File: src/rtl/monitor_pkg.sv
// Shared constants and helpers for the multi-channel up/down monitor.
// Mode encodings for the SATURATE parameter and the width of the channel sum.
package monitor_pkg;

   localparam int MODE_WRAP = 0;
   localparam int MODE_SAT  = 1;

   // Wide enough that CHANNELS * (2^width - 1) can never wrap; always at least one extra bit.
   function automatic int total_width(input int width, input int channels);
      int extra;
      extra = $clog2(channels);
      if (extra < 1) begin
         extra = 1;
      end
      return width + extra;
   endfunction

endpackage

File: src/rtl/monitor_channel.sv
// One monitored channel: up/down counter with wrap or clamp behaviour,
// sticky overflow/underflow flags and a combinational threshold alarm.
module monitor_channel
   import monitor_pkg::*;
#(
   parameter int WIDTH    = 8,
   parameter int SATURATE = MODE_WRAP
) (
   input  logic             clk,
   input  logic             rst,
   input  logic             change_i,
   input  logic             up_i,
   input  logic             flag_clr_i,
   input  logic [WIDTH-1:0] threshold_i,
   output logic [WIDTH-1:0] count_o,
   output logic             alarm_o,
   output logic             ovf_o,
   output logic             unf_o
);

   logic [WIDTH-1:0] count_q, count_d;
   logic             ovf_q, ovf_d;
   logic             unf_q, unf_d;
   logic             at_max, at_zero;
   logic             ovf_evt, unf_evt;

   always_comb begin
      at_max  = &count_q;
      at_zero = ~|count_q;
      ovf_evt = change_i & up_i & at_max;
      unf_evt = change_i & ~up_i & at_zero;

      count_d = count_q;
      if (change_i) begin
         // In clamp mode a step past either end leaves the count untouched.
         if ((ovf_evt || unf_evt) && (SATURATE == MODE_SAT)) begin
            count_d = count_q;
         end else if (up_i) begin
            count_d = count_q + WIDTH'(1);
         end else begin
            count_d = count_q - WIDTH'(1);
         end
      end

      // A new event wins over a clear on the same edge.
      ovf_d = ovf_evt | (ovf_q & ~flag_clr_i);
      unf_d = unf_evt | (unf_q & ~flag_clr_i);
   end

   always_ff @(posedge clk) begin
      if (rst) begin
         count_q <= '0;
         ovf_q   <= 1'b0;
         unf_q   <= 1'b0;
      end else begin
         count_q <= count_d;
         ovf_q   <= ovf_d;
         unf_q   <= unf_d;
      end
   end

   assign count_o = count_q;
   assign ovf_o   = ovf_q;
   assign unf_o   = unf_q;
   assign alarm_o = (count_q >= threshold_i);

endmodule

File: src/rtl/multi_monitor.sv
// Array of independent monitor channels with packed outputs and a
// registered sum of all channel counts (one cycle behind counter_out).
module multi_monitor
   import monitor_pkg::*;
#(
   parameter int WIDTH    = 8,
   parameter int CHANNELS = 4,
   parameter int SATURATE = MODE_WRAP
) (
   input  logic                                      clk,
   input  logic                                      rst,
   input  logic [CHANNELS-1:0]                       change,
   input  logic [CHANNELS-1:0]                       on_off,
   input  logic [CHANNELS-1:0]                       flag_clr,
   input  logic [WIDTH-1:0]                          threshold,
   output logic [CHANNELS*WIDTH-1:0]                 counter_out,
   output logic [total_width(WIDTH, CHANNELS)-1:0]   total_out,
   output logic [CHANNELS-1:0]                       alarm,
   output logic [CHANNELS-1:0]                       ovf_flag,
   output logic [CHANNELS-1:0]                       unf_flag
);

   localparam int TOTAL_W = total_width(WIDTH, CHANNELS);

   logic [WIDTH-1:0]   count_w [CHANNELS];
   logic [TOTAL_W-1:0] total_q, total_d;

   generate
      for (genvar gi = 0; gi < CHANNELS; gi++) begin : g_chan
         monitor_channel #(
            .WIDTH    (WIDTH),
            .SATURATE (SATURATE)
         ) u_chan (
            .clk         (clk),
            .rst         (rst),
            .change_i    (change[gi]),
            .up_i        (on_off[gi]),
            .flag_clr_i  (flag_clr[gi]),
            .threshold_i (threshold),
            .count_o     (count_w[gi]),
            .alarm_o     (alarm[gi]),
            .ovf_o       (ovf_flag[gi]),
            .unf_o       (unf_flag[gi])
         );
         assign counter_out[gi*WIDTH +: WIDTH] = count_w[gi];
      end
   endgenerate

   always_comb begin
      total_d = '0;
      for (int i = 0; i < CHANNELS; i++) begin
         total_d = total_d + TOTAL_W'(count_w[i]);
      end
   end

   // Reset clears the sum too, so the first cycle after reset never shows a stale total.
   always_ff @(posedge clk) begin
      if (rst) begin
         total_q <= '0;
      end else begin
         total_q <= total_d;
      end
   end

   assign total_out = total_q;

endmodule
File: config.mk
export PLATFORM = sky130hd
export DESIGN_NAME = multi_monitor
export DESIGN_NICKNAME = d
export VERILOG_FILES = /design/src/rtl/monitor_pkg.sv /design/src/rtl/monitor_channel.sv /design/src/rtl/multi_monitor.sv
export SDC_FILE = /design/constraint.sdc
export NUM_CORES = 1
export LEC_CHECK = 0
export ABC_AREA = 1
export ABC_CLOCK_PERIOD_IN_PS = 2950
export CAP_MARGIN = 25
export CORE_MARGIN = 1.5
export CORE_UTILIZATION = 44
export CTS_CLUSTER_DIAMETER = 200
export DETAILED_ROUTE_END_ITERATION = 10
export DONT_BUFFER_PORTS = 1
export PLACE_DENSITY = 0.64
export SYNTH_ARGS = -nofsm -noshare
export SYNTH_HDL_FRONTEND = slang
export SYNTH_SLANG_ARGS = --single-unit
File: constraint.sdc
create_clock -name clk -period 2.95 [get_ports clk]
set_input_delay 0.59 -clock clk [delete_from_list [all_inputs] [get_ports clk]]
set_output_delay 0.59 -clock clk [all_outputs]
set_load 0.01 [all_outputs]
==> impl_metrics.env <==
export IMPL_num_rows=37
export IMPL_yosysSeqAreaShare_pct=21.4
export IMPL_worst_r2r_setup_slack_ps=130
export IMPL_synth_ff_type="dfxtp_1"
export IMPL_synth_seq_cells=50
export IMPL_syn_area_um2=4680
export IMPL_total_leakage_power_nw=2.76
export IMPL_dieArea_um2=11300
export IMPL_yosysTopAreaCell="dfxtp_1"
export IMPL_hold_violations=0
export IMPL_min_path_cells=1
export IMPL_cp_data_required_time_ps=3160
export IMPL_worstSkewPairLatency_ps=310
export IMPL_worst_slew_pin_slew_ps=654
export IMPL_min_path_type="input port to register"
export IMPL_post_cts_buffers=0
export IMPL_total_power_mw=2.55
export IMPL_core_area_um2=10300
export IMPL_routed_wl_um=12500
export IMPL_dr_first_iter_drc_count=210
export IMPL_fin_worst_skew_ps=7.83
export IMPL_hold_buffers=0
export IMPL_synth_warnings=0
export IMPL_nets=788
export IMPL_maxCapViolations=0
export IMPL_syn_nets=781
export IMPL_setup_viol=0
export IMPL_syn2layout_area_growth_pct=6.33
export IMPL_yosys_area_top_type_share_pct=21.4
export IMPL_slew_violations=0
export IMPL_post_dp_cell_area_um2=4860
export IMPL_holdWs_ps=338
export IMPL_finalCritPeriodShare_pct=95.7
export IMPL_worst_hold_path_endpoint="g_chan[2].u_chan.ovf_o$_SDFF_PP0_"
export IMPL_cts_clk_slew_worst_paths_ps=100
export IMPL_viasPerCell=5.23
export IMPL_clockBufferDepth=2
export IMPL_place_ws_ps=143
export IMPL_dpl_cell_count=810
export IMPL_post_route_util_pct=48.2
export IMPL_final_cells=817
export IMPL_htreeDepth=2
export IMPL_synth_area_leaders="dfxtp_1, ha_1, nand2_1, inv_1, fa_1"
export IMPL_r2r_end="total_out[7]$_SDFF_PP0_"
export IMPL_hold_start="rst"
export IMPL_io_pins=76
export IMPL_grt_pass1_wl_um=20100
export IMPL_antenna_left=0
export IMPL_cts_sinks=50
export IMPL_synth_most_common_cell="nand2_1"
export IMPL_ir_worst_vdd_mv=0.252
export IMPL_post_drt_wl_per_cell_um=15.3
export IMPL_reg2reg_depth=15
export IMPL_netlist_instances=674
export IMPL_drc_errors=0
export IMPL_grt_max_degree=34
export IMPL_grt_overflow_total=0
export IMPL_post_synth_num_cell_types=26
export IMPL_p_per_area_nw_per_um2=511
export IMPL_die_y_um=106
export IMPL_synth_avg_cell_area_um2=6.95
export IMPL_die_w_um=106
export IMPL_drt_first_pass_iters=5
export IMPL_via_count=4271
export IMPL_numPortBuffers=0
export IMPL_cts_tree="yes"
export IMPL_endpoint_kind="register"
export IMPL_status="complete, no violations"
export IMPL_arrival_ps=3030
export IMPL_worstReg2RegStart="g_chan[1].u_chan.count_o[1]$_SDFFE_PP0P_"
export IMPL_place_gp_congestion=0.887
export IMPL_grt_pass1_vias=4073
export IMPL_hpwl_um=9910
export IMPL_tns_ps=0
export IMPL_cts_buffers=5
export IMPL_antenna_cells=0
export IMPL_async_reset_ff_share_pct=0
export IMPL_drive_above_1_share_pct=6.17
export IMPL_grt_usage_pct=22.6
export IMPL_cp_start_kind="register"
export IMPL_fin_ws_ps=126
export IMPL_slew_headroom_pct=56.3
export IMPL_cts_root_buffer="clkbuf_8"
export IMPL_synth_commonest_cells="nand2_1, inv_1, a21oi_1"
export IMPL_fin_crit_ps=2820
export IMPL_finalInstanceArea_um2=4980
export IMPL_clock_fmax_mhz=354
export IMPL_start_util_pct=45.4
export IMPL_path_class="register to register"
export IMPL_cp_max_fo=4
export IMPL_antenna_found_initial=0
export IMPL_synth_edf_count=0
==> logic make-up after synthesis <==
group / count (synthesis) / synth area share (%)
and+or+nand+nor: 271 / 25.3
AOI/OAI and AO/OA: 96 / 11.0
adders and majority gates: 85 / 25.9
buffers and inverters: 162 / 14.6
DFF: 50 / 21.4
xor gates and xnor gates: 10 / 1.87
==> per-layer routing <==
metal / up-vias / wire (um) / track usage (%)
met1: 1948 / 5640 / 28.9
met4: 0 / 321 / 7.82
met2: 136 / 5620 / 36.8
met5: - / 0 / 0
li1: 2165 / - / -
met3: 22 / 881 / 5.89
==> worst max path at each step <==
stage / startpoint / cells past startpoint / endpoint
floorplan: g_chan[0].u_chan.count_o[1]$_SDFFE_PP0P_ / 15 / total_out[7]$_SDFF_PP0_
global placement: g_chan[0].u_chan.count_o[1]$_SDFFE_PP0P_ / 15 / total_out[7]$_SDFF_PP0_
detailed placement: g_chan[0].u_chan.count_o[1]$_SDFFE_PP0P_ / 15 / total_out[7]$_SDFF_PP0_
CTS: g_chan[0].u_chan.count_o[1]$_SDFFE_PP0P_ / 15 / total_out[7]$_SDFF_PP0_
global route: g_chan[1].u_chan.count_o[1]$_SDFFE_PP0P_ / 14 / total_out[9]$_SDFF_PP0_
finish: g_chan[1].u_chan.count_o[1]$_SDFFE_PP0P_ / 15 / total_out[7]$_SDFF_PP0_
==> layout by cell type (no fill, tap or decap), drive strengths merged <==
cell type / n
or2: 4
a21oi: 70
nand3b: 8
nor2: 36
o21a: 2
bufinv: 1
ha: 65
dfxtp: 50
fa: 20
o2111ai: 4
buf: 21
xor2: 10
inv: 141
clkbuf: 6
nor3: 11
nand3: 45
o21ai: 16
nand4: 14
nor4: 3
o211ai: 4
nand2: 150
==> sequential cells by signal (all words and copies together), names as in the netlist <==
name                   cells
g_chan.u_chan.count_o     32
total_out                 10
g_chan.u_chan.ovf_o        4
g_chan.u_chan.unf_o        4
==> critical path, stage by stage, from the launching register on <==
cell and delay, ps:
dfxtp_2 340, inv_1 90, fa_1 520, inv_1 50
fa_1 520, ha_2 180, inv_1 50, fa_1 350
inv_1 100, nand3_1 70, nand2_1 120, nand3_1 80
nand2_1 90, nand2_1 70, nand2_1 60, nor2_1 50
==> report_power, final <==
group / internal [mW] / switching [mW]
clock network: 0.272 / 0.246
registers: 0.778 / 0.104
logic: 0.442 / 0.704
total: 1.49 / 1.05
==> what timing repair did <==
| action | in CTS | in global routing |
|---|---|---|
| gates resized for setup | 0 | 5 |
| endpoints found under the setup margin | 0 | 2 |
| endpoints found under the hold margin | 0 | 0 |
==> layout make-up <==
cell class	instances	area, um^2
sequential	50	1000
timing repair buffer	21	158
tap	136	170
clock buffer	6	82.6
inverter	141	532
multi-input combinational	462	3000
fill	1043	5340
clock inverter	1	30.0
Power figures use the tool's default switching activity.
